### src/rtl/match_ctrl.sv
// Rally/match sequencer: parks, releases and freezes the ball, awards points,
// picks the next server and detects end of game using vsync-derived frame ticks.
module match_ctrl #(
   parameter int unsigned NET_X        = 512,
   parameter int unsigned WIN_SCORE    = 15,
   parameter int unsigned SERVE_FRAMES = 60,
   parameter int unsigned POINT_FRAMES = 90
) (
   input  logic        clk,
   input  logic        rst,
   input  logic        vs,
   input  logic        start,
   input  logic        gnd_col,
   input  logic        ovr_touch,
   input  logic        last_touch,
   input  logic [11:0] ball_xpos,
   output logic        ball_run,
   output logic        ball_load,
   output logic        serve_side,
   output logic [4:0]  score_p1,
   output logic [4:0]  score_p2,
   output logic        endgame,
   output logic        winner,
   output logic [2:0]  state
);

   typedef enum logic [2:0] {
      S_IDLE     = 3'd0,
      S_SERVE    = 3'd1,
      S_RALLY    = 3'd2,
      S_POINT    = 3'd3,
      S_GAMEOVER = 3'd4
   } state_t;

   state_t      r_state, w_state;
   logic        r_vs_q, r_start_q;
   logic [6:0]  r_cnt, w_cnt;
   logic [4:0]  r_score_p1, w_score_p1;
   logic [4:0]  r_score_p2, w_score_p2;
   logic        r_serve_side, w_serve_side;
   logic        r_winner, w_winner;
   logic        r_ball_run, w_ball_run;
   logic        r_ball_load, w_ball_load;
   logic        r_endgame, w_endgame;

   logic        w_frame_tick;
   logic        w_start_rise;
   logic        w_lose_p1;
   logic        w_p1_lost;

   assign w_frame_tick = vs & ~r_vs_q;
   assign w_start_rise = start & ~r_start_q;

   // Ground contact decides by court half and takes priority over the touch count.
   assign w_lose_p1 = (ball_xpos < 12'(NET_X));
   assign w_p1_lost = gnd_col ? w_lose_p1 : ~last_touch;

   always_ff @(posedge clk or negedge rst) begin
      if (!rst) begin
         r_state      <= S_IDLE;
         r_vs_q       <= 1'b0;
         r_start_q    <= 1'b0;
         r_cnt        <= '0;
         r_score_p1   <= '0;
         r_score_p2   <= '0;
         r_serve_side <= 1'b0;
         r_winner     <= 1'b0;
         r_ball_run   <= 1'b0;
         r_ball_load  <= 1'b0;
         r_endgame    <= 1'b0;
      end else begin
         r_state      <= w_state;
         r_vs_q       <= vs;
         r_start_q    <= start;
         r_cnt        <= w_cnt;
         r_score_p1   <= w_score_p1;
         r_score_p2   <= w_score_p2;
         r_serve_side <= w_serve_side;
         r_winner     <= w_winner;
         r_ball_run   <= w_ball_run;
         r_ball_load  <= w_ball_load;
         r_endgame    <= w_endgame;
      end
   end

   always_comb begin
      w_state      = r_state;
      w_cnt        = r_cnt;
      w_score_p1   = r_score_p1;
      w_score_p2   = r_score_p2;
      w_serve_side = r_serve_side;
      w_winner     = r_winner;
      w_ball_load  = 1'b0;

      case (r_state)
         S_IDLE: begin
            if (w_start_rise) begin
               w_score_p1   = '0;
               w_score_p2   = '0;
               w_serve_side = 1'b0;
               w_ball_load  = 1'b1;
               w_cnt        = '0;
               w_state      = S_SERVE;
            end
         end

         S_SERVE: begin
            if (w_frame_tick) begin
               if (r_cnt == 7'(SERVE_FRAMES - 1)) begin
                  w_cnt   = '0;
                  w_state = S_RALLY;
               end else begin
                  w_cnt = r_cnt + 7'd1;
               end
            end
         end

         S_RALLY: begin
            if (gnd_col || ovr_touch) begin
               if (w_p1_lost) begin
                  w_score_p2   = (r_score_p2 == 5'd31) ? r_score_p2 : r_score_p2 + 5'd1;
                  w_serve_side = 1'b1;
               end else begin
                  w_score_p1   = (r_score_p1 == 5'd31) ? r_score_p1 : r_score_p1 + 5'd1;
                  w_serve_side = 1'b0;
               end
               w_cnt   = '0;
               w_state = S_POINT;
            end
         end

         S_POINT: begin
            if (w_frame_tick) begin
               if (r_cnt == 7'(POINT_FRAMES - 1)) begin
                  w_cnt = '0;
                  if (r_score_p1 == 5'(WIN_SCORE)) begin
                     w_winner = 1'b0;
                     w_state  = S_GAMEOVER;
                  end else if (r_score_p2 == 5'(WIN_SCORE)) begin
                     w_winner = 1'b1;
                     w_state  = S_GAMEOVER;
                  end else begin
                     w_ball_load = 1'b1;
                     w_state     = S_SERVE;
                  end
               end else begin
                  w_cnt = r_cnt + 7'd1;
               end
            end
         end

         S_GAMEOVER: begin
            if (w_start_rise)
               w_state = S_IDLE;
         end

         default: w_state = S_IDLE;
      endcase

      // Status outputs are registered from the next state so they align with it.
      w_ball_run = (w_state == S_RALLY);
      w_endgame  = (w_state == S_GAMEOVER);
   end

   assign ball_run   = r_ball_run;
   assign ball_load  = r_ball_load;
   assign serve_side = r_serve_side;
   assign score_p1   = r_score_p1;
   assign score_p2   = r_score_p2;
   assign endgame    = r_endgame;
   assign winner     = r_winner;
   assign state      = r_state;

endmodule

### config.mk
export PLATFORM = sky130hd
export DESIGN_NAME = match_ctrl
export DESIGN_NICKNAME = d
export VERILOG_FILES = /design/src/rtl/match_ctrl.sv
export SDC_FILE = /design/constraint.sdc
export NUM_CORES = 1
export LEC_CHECK = 0
export ABC_CLOCK_PERIOD_IN_PS = 7050
export BUFFER_PORTS_ARGS = -buffer_cell sky130_fd_sc_hd__buf_2
export CORE_MARGIN = 8
export CORE_UTILIZATION = 34
export CTS_CLUSTER_DIAMETER = 60
export CTS_CLUSTER_SIZE = 16
export DETAILED_ROUTE_END_ITERATION = 10
export PLACE_DENSITY_LB_ADDON = 0.05
export SETUP_SLACK_MARGIN = 0.4
export SYNTH_ARGS = -nofsm -noshare
export SYNTH_HDL_FRONTEND = slang
export SYNTH_SLANG_ARGS = --single-unit
### constraint.sdc
create_clock -name clk -period 7.05 [get_ports clk]
set_clock_uncertainty 0.2 [all_clocks]
set_input_delay 1.41 -clock clk [delete_from_list [all_inputs] [get_ports clk]]
set_output_delay 1.41 -clock clk [all_outputs]
set_load 0.005 [all_outputs]
# Word-level counts from Yosys, hierarchy flattened
# Cells that the tools add are included.
op_classes:
  div: 0
  order_cmp: 1
  multipliers: 0
  shifts: 0
  add_sub_neg: 3
  reduce_logical: 10
  bitwise_logic: 5
  muxes: 39
  n_eq_ne: 20
ops:
  columns: ["operator", "count"]
  rows:
  - ["$mux W7", 6]
  - ["$mux W5", 7]
  - ["$pmux W7 S4", 1]
  - ["$mux W3", 9]
  - ["$pmux W5 S2", 2]
  - ["$ne A2 B2 Y1 const B", 8]
  - ["$pmux W3 S5", 1]
  - ["$reduce_and A5 Y1", 3]
  - ["$lt A12 B10 Y1 const B", 1]
  - ["$mux W1", 11]
  - ["$add A5 B1 Y5 const B", 2]
  - ["$eq A5 B4 Y1 const B", 2]
  - ["$eq A5 B5 Y1 const B", 2]
  - ["$eq A3 B2 Y1 const B", 3]
  - ["$add A7 B1 Y7 const B", 1]
  - ["$eq A7 B6 Y1 const B", 1]
  - ["$eq A7 B7 Y1 const B", 1]
  - ["$eq A3 B3 Y1 const B", 2]
  - ["$pmux W1 S2", 2]
  - ["$reduce_and A4 Y1", 1]
  - ["$reduce_bool A2 Y1", 2]
  - ["$reduce_bool A4 Y1", 1]
  - ["$eq A3 B1 Y1 const B", 1]
  - ["$logic_not A3 Y1", 1]
  - ["4 further kinds", 7]
word_totals:
  wordCells: 89
  ramBits: 0
  ff_bits: 27
  latchBits: 0
  mem_bits_ro: 0
  n_memories: 0
  input_bits: 19

# Longest topological paths before layout
# Gate-level depths: netlist (run 1).
depth:
  ltp_word: 7
  ltp_mapped: 7

# Worst setup path after synthesis (run 1)
# OpenSTA, ideal clock, no wires.
synth_path:
  kind: "in2reg"
  from: "input port start"
  to: "register r_score_p2[3], in the netlist score_p2[3]"
  path_stages: 7
  t_arrival_ps: 3055
  path_slack_ps: 3717
  t_required_ps: 6773
  path_cell_list: "or4b_4 or2_1 buf_6 a211o_1 buf_6 or3_1 a21oi_1"
synth_between:
  elab_chain_cells: 3
synth_rtl:
  columns: ["item", "line_no", "source"]
  rows:
  - ["start, declared", "12", "input logic start,"]
  - ["$and A1 B1 Y1", "52", "assign w_start_rise = start & ~r_start_q;"]
  - ["$ne A2 B2 Y1 (no line)", null, null]
  - ["$reduce_and A5 Y1 (no line)", null, null]
  - ["end signal, assigned", "77", "r_score_p2 <= w_score_p2;"]
  - ["end, declared", "39", "logic [4:0] r_score_p2, w_score_p2;"]
# Every way passes these cells.
# A chain may end at the register's enable or synchronous reset.

# Worst setup path after layout (run 1)
# Same ends and word-level chain as after synthesis.

==> results of run 1 <==
-- Yosys cell counts, types with 2 or more instances --
cell type	instances	area (µm²)
nand3_1	8	40.0
xor2_1	2	17.5
o31ai_1	4	30.0
nor2b_1	6	37.5
nor2_1	10	37.5
buf_6	3	33.8
a21oi_1	8	40.0
inv_1	7	26.3
dfrtp_1	27	676
or3_1	4	25.0
a31o_2	2	17.5
a22o_1	5	43.8
o22ai_1	2	12.5
and3_1	6	37.5
ha_1	8	100
nand2_1	11	41.3
o21ai_0	13	65.1
-- state kept, by name, summed over array words and instances (netlist names) --
name / cells
winner: 1
state: 3
r_vs_q: 1
r_cnt: 7
ball_load: 1
serve_side: 1
score_p2: 5
endgame: 1
ball_run: 1
r_start_q: 1
score_p1: 5
-- worst register-to-register path: cells and delay by family (launching register included) --
family             cells  cell delay, ns
AOI/OAI and AO/OA      2            0.54
DFF                    1            0.49
and+or+nand+nor        3            1.31
-- where the power goes --
group	total [µW]	switching, µW	internal [µW]
logic	36.2	16.9	19.3
registers	187	18.6	168
clock network	91.4	51.2	40.2
total	314	86.7	228
-- area by class of cell --
class / instances / share of cell area (%)
sequential: 27 / 40.7
inverter: 7 / 1.58
clock inverter: 1 / 0.452
clock buffer: 3 / 2.48
multi-input combinational: 110 / 42.9
timing repair buffer: 27 / 8.13
tap: 50 / 3.77
-- cells by family (layout without fill, tap and decap cells) --
group / after synthesis / in the layout / synth area share, %
and+or+nand+nor: 59 / 59 / 22.7
AOI/OAI and AO/OA: 40 / 40 / 17.7
DFF: 27 / 27 / 46.6
buffers and inverters: 10 / 38 / 4.15
adders and majority gates: 8 / 8 / 6.91
xor gates and xnor gates: 2 / 2 / 1.21
muxes: 1 / 1 / 0.691
-- through the flow --
| step | utilization [%] | total power (µW) | hold slack, ns |
|---|---|---|---|
| 2_1_floorplan | - | 209 | 0.291 |
| 3_3_place_gp | 39.7 | 226 | 0.285 |
| 3_5_place_dp | 39.7 | 227 | 0.294 |
| 4_1_cts | 40.9 | 321 | 0.319 |
| 5_1_grt | 40.9 | 335 | 0.364 |
| 6_report | 40.9 | 314 | 0.316 |
-- how the worst min path moves through the flow --
stage	start	end
after floorplan	serve_side$_DFFE_PN0P_	serve_side$_DFFE_PN0P_
after global placement	serve_side$_DFFE_PN0P_	serve_side$_DFFE_PN0P_
after detailed placement	serve_side$_DFFE_PN0P_	serve_side$_DFFE_PN0P_
after CTS	serve_side$_DFFE_PN0P_	serve_side$_DFFE_PN0P_
after global routing	serve_side$_DFFE_PN0P_	serve_side$_DFFE_PN0P_
final	serve_side$_DFFE_PN0P_	serve_side$_DFFE_PN0P_
-- per-layer routing --
| layer | part of all wire, % | vias to the layer above | GRT usage, % | wire length, µm |
|---|---|---|---|---|
| met5 | 0 | - | 0 | 0 |
| met2 | 44 | 28 | 17.6 | 1450 |
| li1 | - | 591 | - | - |
| met3 | 6.5 | 2 | 3.64 | 217 |
| met1 | 49 | 560 | 13.8 | 1640 |
| met4 | 0.48 | 0 | 2.14 | 16 |
==> results.yml, run 1 <==
run_status:
  status: "finished clean"
die:
  core.rowCount: 23
  core_region_area_um2: 4060
  die_area_um2: 6610
  pin_count: 37
  start_util_pct: 35.7
  die_h_um: 81.3
  die-width_um: 81.3
synth:
  ys.warnings.count: 0
  ys.flop_type: "dfrtp_1"
  synth-async-reset-ratio_pct: 100
  ys_seq_elements: 27
  synth.lib_cells_used.distinct: 38
  synth_edf_count: 0
  seq_area_frac_synth_pct: 46.6
  syn_nets: 174
  syn-cell-area_um2: 1450
  syn_inst: 147
  synth.avg_cell_area_um2: 9.86
min_path:
  holdPathStages: 2
  hp-class: "reg2reg"
placed_design:
  port_buffers: 27
  gp_congestion: 0.808
  dp_hpwl_um: 2510
  dp_slack_ns: 3.54
  placed_area_um2: 1610
  placed_cells: 221
critical_path:
  worstReg2RegEnd: "score_p2[3]$_DFFE_PN0P_"
  cpMaxStageDelayCell: "or4b_4"
  critical_path.top_delay_family: "simple AND/OR/NAND/NOR gates"
  r2r_cells: 5
  timing.rr.start: "state[0]$_DFF_PN0_"
  startpoint: "start"
  start_kind: "input pin"
  crit_type: "in2reg"
  slowest_delay_ns: 0.49
  crit_path_end: "score_p2[3]$_DFFE_PN0P_"
  worst_setup_path_end_kind: "flop"
  crit_buf_inv: 1
  critical_path_depth: 6
  crit_arrival_ns: 3.23
  reg2reg_slack_ns: 4.46
  worstPathCellList: "buf_2 -> or4b_4 -> or2_1 -> a211o_1 -> or3_1 -> a21oi_1"
  worstPathMaxFanout: 10
  cp_data_required_time_ns: 7.07
sta:
  worstMarginPinSlew_ns: 0.762
  min_period_over_period_pct: 45.6
  finalSetupTns_ns: 0
  maxSlewHeadroom_pct: 48.7
  post-route-min-period_ns: 3.21
  grt_setup_unrepaired: "false"
  slew_violations: 0
  finalWorstSetupSlack_ns: 3.84
  hold_viol_final: 0
  setup_violations: 0
  max_freq_mhz: 311
global_routing:
  overflow: 0
  grt_pass1_vias: 1179
  grt_max_degree: 28
  antenna_found_initial: 0
  grt_first_pass_wirelength_um: 5690
  track_usage_pct: 10.9
layout:
  multiInputGateArea_um2: 713
  num-fill-cells: 418
  area_growth_pct: 14.7
  final_nets: 203
  final_cell_mix: "dfrtp_1, buf_2, o21ai_0"
  drive_gt1_share_pct: 20.0
  final-seq-area_um2: 676
  fin_area_um2: 1660
  stdcell_count: 225
  n_antenna_cell: 0
job:
  cap_violations: 0
power_and_ir_drop:
  ir_drop_v: 0.000120
  power_density_nw_per_um2: 189
  power_leakage_uw: 0.000820
detailed_routing:
  vias: 1181
  drt_pre_antenna_iters: 4
  drc_errors: 0
  routedWlPerCell_um: 14.8
  final_antenna_net_count: 0
  wirelength_um: 3320
  via_per_inst: 5.25
  drt_iter0_drc: 52
clock_network:
  numClockSinks: 27
  cts_buffer_depth: 2
  cts_tree: "done"
  clk_latency_ns: 0.28
  hold_buffers: 0
  cts_resized: 0
  cts_setup_buffers: 0
  cts_root_buf: "clkbuf_8"
  cts_inserted_buffers: 3
  path_clk_slew_ns: 0.10
  h-tree-depth: 1
Power figures use the tool's default switching activity.
==> inputs of run 2 (changes only) <==
Settings changed: ABC_CLOCK_PERIOD_IN_PS 7050 to 2620.
Clock period 7.05 ns to 2.62 ns, I/O delays scaled along.
==> results.yml, run 2 (same netlist as run 1, synthesis figures left out) <==
clock_network:
  path_clk_slew_ns: 0.09
  hold_buffers: 0
  clk_latency_ns: 0.27
  cts_buffer_depth: 2
  cts_tree: "done"
  cts_inserted_buffers: 3
  numClockSinks: 27
  cts_root_buf: "clkbuf_8"
  h-tree-depth: 1
detailed_routing:
  wirelength_um: 3550
  via_per_inst: 5.31
  drt_iter0_drc: 82
  final_antenna_net_count: 0
  drt_pre_antenna_iters: 4
  drc_errors: 0
  vias: 1249
  routedWlPerCell_um: 15.1
layout:
  final_nets: 213
  area_growth_pct: 26.3
  largest-register: "r_cnt"
  largest_reg_flops: 7
  final_common_cell: "buf_2"
  finish.utilization_pct: 45.1
  n_antenna_cell: 0
  final_cell_mix: "buf_2, dfrtp_1, o21ai_0"
  drive_gt1_share_pct: 31.9
critical_path:
  crit_arrival_ns: 2.27
  worst_setup_path_end_kind: "flop"
  cp_data_required_time_ns: 2.63
  worstPathMaxFanout: 5
  start_kind: "flop"
  crit_type: "reg2reg"
die:
  core.rowCount: 23
  die-width_um: 81.3
  die_area_um2: 6610
  start_util_pct: 35.7
  die_h_um: 81.3
  pin_count: 37
  core_region_area_um2: 4060
sta:
  min_period_over_period_pct: 86.1
  post-route-min-period_ns: 2.25
  hold_viol_final: 0
  slew_violations: 0
  maxSlewHeadroom_pct: 58.6
  max_freq_mhz: 444
  grt_setup_unrepaired: "true"
  finalSetupTns_ns: 0
  worstMarginPinSlew_ns: 0.621
  setup_violations: 0
min_path:
  hp-class: "in2async"
placed_design:
  dp_hpwl_um: 2540
  gp_congestion: 0.731
  port_buffers: 27
run_status:
  status: "finished clean"
global_routing:
  overflow: 0
  grt_pass1_vias: 1232
  grt_max_degree: 28
  grt_first_pass_wirelength_um: 5940
  antenna_found_initial: 0
  track_usage_pct: 11.4
job:
  cap_violations: 0
power_and_ir_drop:
  power_leakage_uw: 0.000886
  power_density_nw_per_um2: 473
  ir_drop_v: 0.000339
  total_power_uw: 865
==> run 2: worst paths after layout <==
| path | to | cells past startpoint | slack [ns] | start |
|---|---|---|---|---|
| setup / recovery | score_p2[2]$_DFFE_PN0P_ | 5 | 0.37 | state[0]$_DFF_PN0_ |
| hold / removal | score_p2[1]$_DFFE_PN0P_ | 1 | 0.05 | rst |
| setup reg to reg | score_p2[2]$_DFFE_PN0P_ | 5 | 0.37 | state[0]$_DFF_PN0_ |
| hold reg to reg | serve_side$_DFFE_PN0P_ | 2 | 0.31 | serve_side$_DFFE_PN0P_ |
| max in group asynchronous | state[0]$_DFF_PN0_ | 1 | 1.73 | rst |
| min in group clk | r_vs_q$_DFF_PN0_ | 1 | 0.17 | vs |
==> run 2: metrics by stage <==
step           hold WS (ns)  setup WS (ns)  std cells  area [µm²]
2_1_floorplan        0.0284          0.174        147        1450
3_3_place_gp          0.291          0.107        226        1650
3_5_place_dp          0.290         0.0871        226        1650
4_1_cts              0.0765          0.356        233        1740
5_1_grt              0.0904          0.283        235        1830
6_report             0.0526          0.365        235        1830
==> run 2: critical path: stages (launching register included) <==
cell	delay [ns]
dfrtp_2	0.41
or4b_4	0.54
or2_4	0.25
a211o_4	0.34
or3_4	0.33
a21oi_2	0.11
==> run 2: metal layers <==
metal | routed length [µm] | track usage (%)
met4 | 19 | 2.14
met1 | 1560 | 13.9
met5 | 0 | 0
met2 | 1760 | 19.4
met3 | 209 | 3.42
==> run 2: what timing repair did <==
| action | in CTS | in global routing |
|---|---|---|
| endpoints found under the setup margin | 8 | 18 |
| pin swaps | 3 | 2 |
| endpoints found under the hold margin | 0 | 0 |
| gates resized for setup | 2 | 15 |
| buffers inserted | 3 | 2 |
==> run 2: area by class of cell <==
class	count	area, µm²
flip-flops and latches	27	677
inverters	7	26.3
clock buffers	3	41.3
repair buffers	37	210
clock inverters	1	5.00
well taps	50	62.6
fillers	414	2230
multi-input cells	110	807
==> run 2: power breakdown <==
part           total, µW  leakage [µW]  internal [µW]  switching (µW)
clock network        240     0.0000255            107             133
registers            512      0.000338            453            59.4
logic                113      0.000523           61.0            52.1
total                865      0.000886            620             245
